`src/rtl/instruction_fetch_unit.sv`:
```
// Instruction fetch front end: owns the PC, drives the registered instruction memory and hands
// {instr, pc} to decode through a 2-entry buffer. Optional perf counters under FETCH_PERF_CNT_EN.

// Invariant monitor: buffered entries plus the outstanding fetch never exceed the 2-entry buffer.
module instruction_fetch_unit_chk (
  input logic       clk,
  input logic       reset,
  input logic [1:0] occ,
  input logic       inflight
);
  a_no_overflow: assert property (@(posedge clk) disable iff (reset)
    (({1'b0, occ} + {2'b00, inflight}) <= 3'd2))
    else $error("fetch buffer overflow: occ=%0d inflight=%0d", occ, inflight);
endmodule

module instruction_fetch_unit #(
  parameter logic [31:0] RESET_PC = 32'h0000_0000,
  parameter int          IMEM_AW  = 6
) (
  input  logic               clk,
  input  logic               reset,
  output logic [IMEM_AW-1:0] imem_addr,
  input  logic [31:0]        imem_rdata,
  input  logic               redirect_valid,
  input  logic [31:0]        redirect_pc,
  output logic               out_valid,
  input  logic               out_ready,
  output logic [31:0]        out_instr,
  output logic [31:0]        out_pc,
  output logic               misaligned_err
`ifdef FETCH_PERF_CNT_EN
  ,
  output logic [31:0]        perf_fetch_cnt,
  output logic [31:0]        perf_stall_cnt
`endif
);

  logic [31:0] pc_q, pc_d;
  logic        inflight_q, inflight_d;
  logic [31:0] inflight_pc_q, inflight_pc_d;
  logic [31:0] instr0_q, instr0_d, pc0_q, pc0_d;
  logic [31:0] instr1_q, instr1_d, pc1_q, pc1_d;
  logic [1:0]  occ_q, occ_d;
  logic        misaligned_err_q, misaligned_err_d;
  logic        pop_s, issue_s;
  logic [2:0]  level_s;
  logic [1:0]  wr_idx_s;

  assign out_valid      = (occ_q != 2'd0);
  assign out_instr      = instr0_q;
  assign out_pc         = pc0_q;
  assign imem_addr      = pc_q[IMEM_AW+1:2];
  assign misaligned_err = misaligned_err_q;

  // Next-state: redirect flushes everything; otherwise issue, return-push and pop.
  always_comb begin
    pop_s            = out_valid & out_ready;
    // Entries that will still occupy the buffer once the pending return lands.
    level_s          = {1'b0, occ_q} + {2'b00, inflight_q} - {2'b00, pop_s};
    issue_s          = (level_s <= 3'd1) & ~redirect_valid;
    wr_idx_s         = occ_q - {1'b0, pop_s};
    pc_d             = pc_q;
    inflight_d       = inflight_q;
    inflight_pc_d    = inflight_pc_q;
    instr0_d         = instr0_q;
    pc0_d            = pc0_q;
    instr1_d         = instr1_q;
    pc1_d            = pc1_q;
    occ_d            = occ_q;
    misaligned_err_d = redirect_valid & (redirect_pc[1:0] != 2'b00);
    if (redirect_valid) begin
      pc_d       = {redirect_pc[31:2], 2'b00};
      inflight_d = 1'b0;
      occ_d      = 2'd0;
    end else begin
      if (issue_s) begin
        inflight_d    = 1'b1;
        inflight_pc_d = pc_q;
        pc_d          = pc_q + 32'd4;
      end else begin
        inflight_d = 1'b0;
      end
      if (pop_s) begin
        instr0_d = instr1_q;
        pc0_d    = pc1_q;
      end else begin
        instr0_d = instr0_q;
        pc0_d    = pc0_q;
      end
      if (inflight_q) begin
        if (wr_idx_s == 2'd0) begin
          instr0_d = imem_rdata;
          pc0_d    = inflight_pc_q;
        end else begin
          instr1_d = imem_rdata;
          pc1_d    = inflight_pc_q;
        end
      end else begin
        instr1_d = instr1_q;
      end
      occ_d = occ_q - {1'b0, pop_s} + {1'b0, inflight_q};
    end
  end

  // State registers with synchronous reset.
  always_ff @(posedge clk) begin
    if (reset) begin
      pc_q             <= RESET_PC;
      inflight_q       <= 1'b0;
      inflight_pc_q    <= 32'd0;
      instr0_q         <= 32'd0;
      pc0_q            <= 32'd0;
      instr1_q         <= 32'd0;
      pc1_q            <= 32'd0;
      occ_q            <= 2'd0;
      misaligned_err_q <= 1'b0;
    end else begin
      pc_q             <= pc_d;
      inflight_q       <= inflight_d;
      inflight_pc_q    <= inflight_pc_d;
      instr0_q         <= instr0_d;
      pc0_q            <= pc0_d;
      instr1_q         <= instr1_d;
      pc1_q            <= pc1_d;
      occ_q            <= occ_d;
      misaligned_err_q <= misaligned_err_d;
    end
  end

`ifdef FETCH_PERF_CNT_EN
  logic [31:0] perf_fetch_cnt_q, perf_fetch_cnt_d;
  logic [31:0] perf_stall_cnt_q, perf_stall_cnt_d;

  assign perf_fetch_cnt = perf_fetch_cnt_q;
  assign perf_stall_cnt = perf_stall_cnt_q;

  // Counter increments: delivered instructions and cycles decode held off a valid head.
  always_comb begin
    perf_fetch_cnt_d = perf_fetch_cnt_q;
    perf_stall_cnt_d = perf_stall_cnt_q;
    if (pop_s) begin
      perf_fetch_cnt_d = perf_fetch_cnt_q + 32'd1;
    end else begin
      perf_fetch_cnt_d = perf_fetch_cnt_q;
    end
    if (out_valid & ~out_ready) begin
      perf_stall_cnt_d = perf_stall_cnt_q + 32'd1;
    end else begin
      perf_stall_cnt_d = perf_stall_cnt_q;
    end
  end

  // Counter registers, cleared by reset and free-running (wrapping) otherwise.
  always_ff @(posedge clk) begin
    if (reset) begin
      perf_fetch_cnt_q <= 32'd0;
      perf_stall_cnt_q <= 32'd0;
    end else begin
      perf_fetch_cnt_q <= perf_fetch_cnt_d;
      perf_stall_cnt_q <= perf_stall_cnt_d;
    end
  end
`endif

  instruction_fetch_unit_chk u_chk (
    .clk      (clk),
    .reset    (reset),
    .occ      (occ_q),
    .inflight (inflight_q)
  );

endmodule

```
`config.mk`:
```
export PLATFORM = sky130hd
export DESIGN_NAME = instruction_fetch_unit
export DESIGN_NICKNAME = d
export VERILOG_FILES = /design/src/rtl/instruction_fetch_unit.sv
export SDC_FILE = /design/constraint.sdc
export NUM_CORES = 1
export LEC_CHECK = 0
export CAP_MARGIN = 20
export CORE_MARGIN = 4
export CORE_UTILIZATION = 57
export DETAILED_ROUTE_END_ITERATION = 12
export PLACE_DENSITY_LB_ADDON = 0.12
export SETUP_SLACK_MARGIN = 0.05
export SKIP_CTS_REPAIR_TIMING = 1
export SYNTH_ARGS = -nofsm -noshare
export SYNTH_HDL_FRONTEND = slang
export SYNTH_SLANG_ARGS = --single-unit
export TNS_END_PERCENT = 50
```
`constraint.sdc`:
```
create_clock -name clk -period 6.7 [get_ports clk]
set_input_delay 1.34 -clock clk [delete_from_list [all_inputs] [get_ports clk]]
set_output_delay 1.34 -clock clk [all_outputs]
set_load 0.05 [all_outputs]
```
# Word-level counts from Yosys, hierarchy flattened
# Cells that the tools add are included.
[op_classes]
n_addsub = 5
mux = 9
n_reduce_logical = 7
order_cmp = 1
bitwise_logic = 5
[ops]
columns = ["cell", "n"]
rows = [
  ["two-way mux 32 bit", 8],
  ["adder 32 x 3 -> 32 bit (second input constant)", 1],
  ["nonzero test 2 bit", 3],
  ["adder 2 x 1 -> 3 bit", 1],
  ["AND 1 bit", 3],
  ["less-or-equal comparator 3 x 1 -> 1 bit (second input constant)", 1],
  ["AND reduction 3 bit", 1],
  ["subtractor 3 x 1 -> 3 bit", 1],
  ["adder 2 x 1 -> 2 bit", 1],
  ["logical NOT 2 bit", 1],
  ["inverter 1 bit", 2],
  ["AND reduction 2 bit", 1],
  ["OR reduction 2 bit", 1],
  ["subtractor 2 x 1 -> 2 bit", 1],
  ["two-way mux 1 bit", 1],
]
[totals]
output_inout_bits = 72
register_bits = 196
input_bits = 68
elab_cells = 37

# Longest topological paths before layout
# Gate-level depths: netlist of run 1.
[depth]
word_depth = 7
ltp_mapped = 10
depth_no_buf = 8

# Least setup slack after synthesis of run 1
# No wires, ideal clock.
[synth_timing]
path_type = "input to register"
startpoint = "input out_ready"
endpoint = "register pc_q[20]"
required_ns = 6.578
setup_ns = 0.122
path_slack_ns = 2.725
path_stages = 9
arrival_time_ns = 3.853
cell_sequence = "and3b_1 -> clkbuf_1 -> or2_2 -> ha_1 -> fa_1 -> xnor2_1 -> nor4_1 -> a2111oi_0 -> a311o_1"
[synth_between]
elab_chain_len = 5
[synth_lines]
columns = ["item", "line_no", "rtl"]
rows = [
  ["start: declaration", "27", "input logic out_ready,"],
  ["AND 1 bit", "57", "pop_s = out_valid & out_ready;"],
  ["subtractor 3 x 1 -> 3 bit", "59", "level_s = {1'b0, occ_q} + {2'b00, inflight_q} - {2'b00, pop_s};"],
  ["less-or-equal comparator 3 x 1 -> 1 bit", "60", "issue_s = (level_s <= 3'd1) & ~redirect_valid;"],
  ["AND 1 bit", "60", ""],
  ["nonzero test 2 bit (no line)", "n/a", ""],
  ["end signal: assignment", "118", "pc_q <= pc_d;"],
  ["end: declaration", "38", "logic [31:0] pc_q, pc_d;"],
]
# Every way passes these cells.
# A chain may end at the register's enable or synchronous reset.

# Final worst setup path of run 1
[layout_timing]
startpoint = "input out_ready"
endpoint = "register instr0_q[8] (netlist: out_instr[8])"
[layout_between]
elab_chain_len = 5
[layout_lines]
columns = ["item", "line_no", "rtl"]
rows = [
  ["AND 1 bit *", "57", ""],
  ["subtractor 2 x 1 -> 2 bit", "61", "wr_idx_s = occ_q - {1'b0, pop_s};"],
  ["logical NOT 2 bit", "91", "if (wr_idx_s == 2'd0) begin"],
  ["two-way mux 32 bit", "91", ""],
  ["two-way mux 32 bit *", "90", "if (inflight_q) begin"],
  ["end signal: assignment", "121", "instr0_q <= instr0_d;"],
  ["end: declaration", "41", "logic [31:0] instr0_q, instr0_d, pc0_q, pc0_d;"],
]
# Mark *: on every way between the ends. The rest lies on a longest branch, timed or not.

==> results of run 1 <==
-- how the worst max path moves through the flow --
stage / cells past startpoint / start / end
2_1_floorplan: 9 / out_ready / pc_q[20]
3_3_place_gp: 9 / out_ready / out_instr[14]
3_5_place_dp: 9 / out_ready / out_instr[31]
4_1_cts: 9 / out_ready / out_instr[8]
5_1_grt: 9 / out_ready / out_instr[9]
6_report: 9 / out_ready / out_instr[8]
-- layer usage --
metal / vias up / part of all wire, % / global-route usage [%]
li1: 3524 / - / -
met5: - / 0 / 0
met2: 192 / 46 / 38.42
met1: 3352 / 46 / 33.74
met4: 0 / 1.9 / 8.707
met3: 29 / 6.0 / 6.982
-- layout by cell type (no fill, tap or decap), drive strengths merged, types with 2 or more instances in the layout --
| cell type | n |
|---|---|
| nor2 | 35 |
| and3 | 4 |
| o311a | 2 |
| and2 | 2 |
| nor3 | 10 |
| xnor2 | 13 |
| inv | 8 |
| a32oi | 2 |
| nor4b | 2 |
| nand3 | 8 |
| o211ai | 3 |
| a21oi | 154 |
| buf | 12 |
| clkinvlp | 4 |
| o31ai | 10 |
| nand2b | 4 |
| nor3b | 4 |
| clkinv | 6 |
| clkdlybuf4s50 | 138 |
| a211oi | 73 |
| nor4 | 7 |
| or4 | 10 |
| dfxtp | 190 |
| nand4 | 9 |
| nand4b | 2 |
| o21ai | 4 |
| clkbuf | 22 |
| and4 | 3 |
| a311oi | 11 |
| ha | 4 |
| mux2i | 61 |
| nand2 | 198 |
| or3 | 6 |
| a2111oi | 2 |
| or2 | 4 |
-- tightest hold or removal path, cell delays in order (launching register included) --
cell and delay (ns):
dfxtp_1 0.31, nand2_1 0.05, a21oi_1 0.05
-- sequential cells by signal, summed over array words and instances, names as in the netlist --
| register | count |
|---|---|
| occ_q | 2 |
| pc1_q | 30 |
| instr1_q | 32 |
| out_instr | 32 |
| misaligned_err | 1 |
| pc_q | 30 |
| out_pc | 32 |
| inflight_q | 1 |
| inflight_pc_q | 30 |
-- logic make-up (layout without fill, tap and decap cells) --
| family | count (synthesis) | in the layout | synth area share, % |
|---|---|---|---|
| fa+ha+maj | 5 | 5 | 0.8662 |
| mux | 62 | 62 | 7.688 |
| flops | 190 | 190 | 47.02 |
| xor+xnor | 14 | 14 | 1.516 |
| compound gates | 269 | 269 | 20.54 |
| buf+inv | 93 | 190 | 4.872 |
| simple gates | 311 | 311 | 17.49 |
-- stage by stage --
stage	utilization (%)	setup WS, ns	hold slack, ns	cells	cell area (µm²)
after CTS	72.21	2.307	0.4549	1220	10020
after global routing	72.32	2.095	0.4681	1221	10040
after global placement	68.33	1.936	0.4406	1188	9485
after floorplan	-	2.725	0.4338	944	8089
after detailed placement	68.33	1.878	0.4463	1188	9485
final	72.32	2.285	0.4525	1221	10040
-- area by class of cell --
class,instances,area (µm²),area share [%]
multi-input combinational,661,3945,39.30
tap,180,225.2,2.244
inverter,8,31.28,0.3116
sequential,190,3804,37.89
timing repair buffer,150,1495,14.89
clock buffer,22,474.2,4.724
clock inverter,10,63.81,0.6357
-- where the power goes --
| group | switching [mW] | leakage [nW] | total (mW) | internal [mW] |
|---|---|---|---|---|
| Clock | 0.427 | 0.258 | 0.929 | 0.502 |
| Sequential | 0.0419 | 1.55 | 1.22 | 1.17 |
| Combinational | 0.220 | 1.73 | 0.358 | 0.139 |
==> results.toml, run 1 <==
[logic_synthesis]
unique_cell_type_count_in_the_yosys_netlist = 53
yosysSeqAreaShare_pct = 47.02
synth.top_cells.by_area = "dfxtp_1 47%, a21oi_1 9.5%, nand2_1 9.2%"
yosys_warnings = 0
post-synth-top-count-cell = "nand2_1"
synth_top_flop_cell = "dfxtp_1"
postSynthNetCount = 1017
synthesis.instances = 944
synth_enable_flop_cells = 0
synth_top_area_cell = "dfxtp_1"
synth_area_um2 = 8089
synth_top_cells_by_count = "198 x nand2_1, 190 x dfxtp_1, 154 x a21oi_1, 73 x a211oi_1, 66 x clkbuf_1"
asyncSetResetFlopFracSynth_pct = 0
synthDominantCellAreaShare_pct = 47.02
synth-seq-cells = 190
avgSynthCellArea_um2 = 8.569

[die]
design.core.area_um2 = 13880
die_width_um = 127.1
floorplan.initialDensity_pct = 58.27
rows = 43
design.die.area_um2 = 16160
io_pins = 140
dieHeight_um = 127.1

[setup_path]
crit_buf_inv = 3
ff2ff_setup_slack_ns = 3.20
worst_r2r_startpoint = "occ_q[1]"
crit_chain = "clkdlybuf4s50_1, and3b_1, inv_1, ha_1, nand2b_1, o31ai_4, buf_4, a21oi_1, a211oi_1"
critPathRequiredTime_ns = 7.04
critical_path.top_delay_family = "compound AO/OA/AOI/OAI gates"
startpoint_type = "primary input"
worst_path_fanout_max = 41
critical-path-slowest-cell = "o31ai_4"
critical_path.reg2reg.endpoint = "out_instr[8]"
critical_path_class = "in -> reg"
timing.critical_path.to_type = "flip-flop"
crit_arrival_ns = 4.76
ff2ff_path_depth = 8
critPathMaxStageDelay_ns = 0.79

[job]
max_cap_viol_count = 0

[grt]
grt_pass1_wl_um = 33040
grt_max_degree = 104
grt_antenna_before_repair = 0
grt_pass1_vias = 6602
tot_gr_track_use_pct = 24.91
overflow = 0

[pwr]
totalPowerFinal_mw = 2.504
ir_worst_vdd_uv = 187.4
power_density_nw_per_um2 = 249.4
cellLeakagePower_nw = 3.535

[place]
port_buffers = 139
gp_routability_congestion = 0.8605
place_hpwl_um = 12590

[route]
routed_wl_um = 20110
postRouteAntennaNets = 0
first_pass_detailed_route_iteration_total = 6
avg_wl_per_cell_um = 16.47
num_vias = 7097
dr.first_iter.drc_count = 617
via_per_inst = 5.812
route.detailed.drc = 0

[min_path]
timing.hold.worst_path_depth = 2
hold_start = "instr1_q[5]"
min_path_type = "reg -> reg"
hold_end = "instr1_q[5]"

[clocking]
clock_transition_time_at_the_flip_flop_clock_pins_of_the_worst_setup_and_hold_paths_ns = 0.06
cts_tree = "yes"
cts.sink_count = 190
clockBufferDepth = 2
cts_root_buffer = "clkbuf_16"
clk_latency_ns = 0.44
htree_num_levels = 4
cts_made_buffers = 17

[finish]
drive_above_1_share_pct = 5.956
final_nets = 1101
antenna_cells = 0
fillCellCount = 1117
syn2layout_area_growth_pct = 24.10

[timing]
fmax_ghz = 0.2265
finalSetupViolCount = 0
fin_worst_skew_ns = 0.007710
max_slew.worst_pin.slew_ns = 1.131
setup_tns_ns = 0
hold_viol = 0
finalMaxSlewViolations = 0
min_period_ns = 4.415
final_clock_period_utilization_by_the_worst_path_pct = 65.90
slew_headroom_pct = 24.59
grt_setup_unrepaired = "false"

[outcome]
status = "completed"
Power figures use the tool's default switching activity.
==> inputs of run 2 (changes only) <==
- CORE_UTILIZATION: 57 -> 48
- clock period: 6.7 -> 3.78 ns (I/O delays scaled with it)
==> run 2 against run 1 <==
  * Non-clock buffer count is 21 higher
  * Power grew 84%
  * Combinational power increased by 82%
==> results.toml, run 2 (synthesis results as in run 1) <==
[pwr]
cellLeakagePower_nw = 3.680
ir_worst_vdd_uv = 353.4
totalPowerFinal_mw = 4.611
power_density_nw_per_um2 = 446.2

[finish]
mostFrequentLayoutCells = "198 x nand2_1, 190 x dfxtp_1, 153 x a21oi_1"
mostFrequentLayoutCell = "nand2_1"
antenna_cells = 0
syn2layout_area_growth_pct = 27.76
final_util_pct = 62.54
final_nets = 1122
drive_above_1_share_pct = 8.004

[place]
port_buffers = 139
gp_routability_congestion = 0.7902
place_hpwl_um = 13260

[route]
dr.first_iter.drc_count = 431
avg_wl_per_cell_um = 15.98
postRouteAntennaNets = 0
num_vias = 7081
first_pass_detailed_route_iteration_total = 5
via_per_inst = 5.523
routed_wl_um = 20490
route.detailed.drc = 0

[timing]
hold_viol = 0
finalSetupViolCount = 0
fmax_ghz = 0.3047
worst_hold_slack_ns = 0.4538
final_clock_period_utilization_by_the_worst_path_pct = 86.83
setup_tns_ns = 0
grt_setup_unrepaired = "false"
slew_headroom_pct = 54.10
finalMaxSlewViolations = 0
max_slew.worst_pin.slew_ns = 0.6885
min_period_ns = 3.282
fin_worst_skew_ns = 0.006003

[clocking]
htree_num_levels = 4
cts_tree = "yes"
cts_root_buffer = "clkbuf_16"
clockBufferDepth = 2
clock_transition_time_at_the_flip_flop_clock_pins_of_the_worst_setup_and_hold_paths_ns = 0.07
cts_made_buffers = 17
cts.sink_count = 190
clk_latency_ns = 0.43

[setup_path]
crit_buf_inv = 1
critPathMaxStageDelay_ns = 0.52
crit_arrival_ns = 3.62
timing.critical_path.to_type = "flip-flop"
critical-path-slowest-cell = "or4_1"
worst_path_fanout_max = 10
critPathRequiredTime_ns = 4.12
startpoint_type = "primary input"
critical_path.top_delay_family = "simple AND/OR/NAND/NOR gates"
crit_chain = "clkdlybuf4s50_1, and3b_1, or2_2, ha_1, fa_1, nand3b_1, nand2b_1, or4_1, a311oi_1"
critical_path_class = "in -> reg"

[outcome]
status = "completed"

[grt]
grt_pass1_wl_um = 33670
overflow = 0
tot_gr_track_use_pct = 22.06
grt_max_degree = 75
grt_pass1_vias = 6670
grt_antenna_before_repair = 0

[die]
design.die.area_um2 = 18990
design.core.area_um2 = 16520
floorplan.initialDensity_pct = 48.95
io_pins = 140
die_width_um = 137.8
dieHeight_um = 137.8
rows = 47

[min_path]
min_path_type = "reg -> reg"

[job]
max_cap_viol_count = 0
==> run 2: cell count changes in the layout (fill, tap and decap cells not counted), sizes merged <==
cell and delta:
buf +21, clkbuf -4, bufinv +2, inv +2, clkinv +1, clkinvlp -1
==> run 2: layout make-up <==
class	count	area, µm²
inverter	8	31.28
tap	220	275.3
clock buffer	18	439.2
clock inverter	14	160.2
fill	1427	6190
sequential	190	3804
timing repair buffer	171	1680
multi-input combinational	661	3945
==> run 2: worst paths after layout <==
check	startpoint	to	slack [ns]	cells after the start
max reg2reg	occ_q[1]	pc_q[25]	0.85	8
min	instr1_q[3]	instr1_q[3]	0.45	2
min reg2reg	instr1_q[3]	instr1_q[3]	0.45	2
max	out_ready	pc_q[25]	0.50	9
==> run 2: power by group <==
part           total [mW]  switching, mW  internal (mW)
clock network        1.81          0.803           1.00
registers            2.15         0.0724           2.08
logic               0.650          0.393          0.258
total                4.61           1.27           3.34
==> run 2: worst register-to-register path, stage by stage, from the launching register on <==
cell and delay [ns]:
dfxtp_1 0.37, and3b_1 0.21, or2_2 0.29, ha_1 0.20, fa_1 0.48, nand3b_1 0.21, nand2b_1 0.31, or4_1 0.52
a311oi_1 0.24
==> run 2: metal layers <==
metal / vias up / wire (µm) / GRT usage [%]
li1: 3566 / - / -
met1: 3340 / 9488 / 29.78
met2: 153 / 9517 / 35.06
met3: 22 / 1155 / 4.967
met4: 0 / 323 / 7.245
met5: - / 0 / 0
==> run 2: through the flow <==
step	instance area, µm²	worst slack, ns	instances
2_1_floorplan	8089	0.3888	944
4_1_cts	10330	0.5172	1281
5_1_grt	10330	0.3246	1282
3_3_place_gp	9731	0.1087	1249
3_5_place_dp	9731	0.04571	1249
6_report	10330	0.4979	1282
==> inputs of run 3 (changes only) <==
- CORE_UTILIZATION: 48 -> 53
- clock period: 3.78 -> 3.3 ns (I/O delays scaled with it)
==> run 3 against run 2 <==
  * Register-to-register slack got worse by 0.40 ns
  * Hold slack lost 0.0012 ns
  * First-iteration DRC count grew 25%
  * Highest routed layer unchanged
  * Count of clock-buffer cells in the layout rose by 2
  * Final cell count shrank 2.5%
  * Non-clock buffer count is 6 higher
==> results.toml, run 3 (synthesis results as in run 1) <==
[timing]
slew_headroom_pct = 60.20
fmax_ghz = 0.3174
finalMaxSlewViolations = 0
fin_worst_skew_ns = 0.008366
hold_viol = 0
min_period_ns = 3.150
setup_tns_ns = 0
grt_setup_unrepaired = "false"
finalSetupViolCount = 0
max_slew.worst_pin.slew_ns = 0.5970
final_clock_period_utilization_by_the_worst_path_pct = 95.46
finalWorstSetupSlack_ns = 0.1499
worst_hold_slack_ns = 0.4525

[setup_path]
critPathMaxStageDelay_ns = 0.50
crit_arrival_ns = 3.49
crit_chain = "clkdlybuf4s50_1, and3b_1, or2_2, ha_1, fa_2, nand3b_1, nand2b_2, or4_1, a311oi_1"
startpoint_type = "primary input"
critical-path-slowest-cell = "or4_1"
critical_path_class = "in -> reg"
timing.critical_path.to_type = "flip-flop"
critPathRequiredTime_ns = 3.64
worst_path_fanout_max = 11

[finish]
final_nets = 1128
mostFrequentLayoutCells = "198 x nand2_1, 190 x dfxtp_1, 153 x a21oi_1"
syn2layout_area_growth_pct = 28.68
mostFrequentLayoutCell = "nand2_1"
drive_above_1_share_pct = 8.537
multi_input_comb_area_um2 = 3956
fin_cells = 1250
fillCellCount = 1187
stdcell_area_um2 = 10410
antenna_cells = 0
final_util_pct = 70.55
ff_latch_area_um2 = 3804

[grt]
grt_max_degree = 83
grt_pass1_wl_um = 33060
overflow = 0
grt_antenna_before_repair = 0
tot_gr_track_use_pct = 22.73
grt_pass1_vias = 6565

[route]
first_pass_detailed_route_iteration_total = 5
via_per_inst = 5.697
postRouteAntennaNets = 0
route.detailed.drc = 0
routed_wl_um = 19940
dr.first_iter.drc_count = 540
avg_wl_per_cell_um = 15.95
num_vias = 7121

[die]
floorplan.initialDensity_pct = 54.83
io_pins = 140
design.die.area_um2 = 17300
design.core.area_um2 = 14750
dieHeight_um = 131.5
rows = 44
die_width_um = 131.5

[clocking]
clk_latency_ns = 0.43
cts_made_buffers = 17
cts_root_buffer = "clkbuf_16"
cts.sink_count = 190
htree_num_levels = 4
cts_tree = "yes"
clockBufferDepth = 2
clock_transition_time_at_the_flip_flop_clock_pins_of_the_worst_setup_and_hold_paths_ns = 0.07

[pwr]
ir_worst_vdd_uv = 532.5
cellLeakagePower_nw = 3.729
power_density_nw_per_um2 = 509.1
totalPowerFinal_mw = 5.300

[job]
max_cap_viol_count = 0

[place]
place_worst_setup_slack_ns = -0.3437
place_hpwl_um = 12920
dp.cells = 1220
postPlaceCellArea_um2 = 9809
port_buffers = 139
gp_routability_congestion = 0.8353

[min_path]
min_path_type = "reg -> reg"

[outcome]
status = "completed"
-- run 3: changes by cell type in the layout (fill, tap and decap cells not counted), moves of 2 or more --
cell,before,now
buf_12,4,9
clkinv_4,5,2
buf_4,27,29
inv_6,2,0
-- run 3: routing by layer --
| metal | vias up | GRT usage [%] | part of all wire (%) |
|---|---|---|---|
| li1 | 3577 | - | - |
| met4 | 0 | 6.301 | 1.3 |
| met1 | 3349 | 31.10 | 47 |
| met2 | 173 | 36.25 | 46 |
| met3 | 22 | 5.313 | 5.6 |
| met5 | - | 0 | 0 |
-- run 3: critical path: cells and delay by family --
| kind | cells | cell delay, ns |
|---|---|---|
| compound gates | 1 | 0.27 |
| fa+ha+maj | 2 | 0.64 |
| buf+inv | 1 | 0.43 |
| simple gates | 5 | 1.49 |
-- run 3: where the power goes --
group	internal (mW)	switching [mW]	leakage, nW
Clock	1.22	0.853	0.284
Combinational	0.306	0.449	1.90
Sequential	2.38	0.0838	1.55
-- run 3: path summary, 6_finish.rpt --
| check | from | endpoint | slack [ns] | cells after the start |
|---|---|---|---|---|
| max | out_ready | pc_q[25] | 0.15 | 9 |
| min | instr1_q[5] | instr1_q[5] | 0.45 | 2 |
| max reg2reg | occ_q[0] | pc_q[25] | 0.45 | 8 |
| min reg2reg | instr1_q[5] | instr1_q[5] | 0.45 | 2 |
-- run 3: layout make-up --
type	instances	share of cell area (%)
clock buffers	20	4.388
clock inverters	10	1.346
inverters	8	0.3005
multi-input cells	661	38.01
flip-flops and latches	190	36.54
well taps	184	2.212
repair buffers	177	17.20
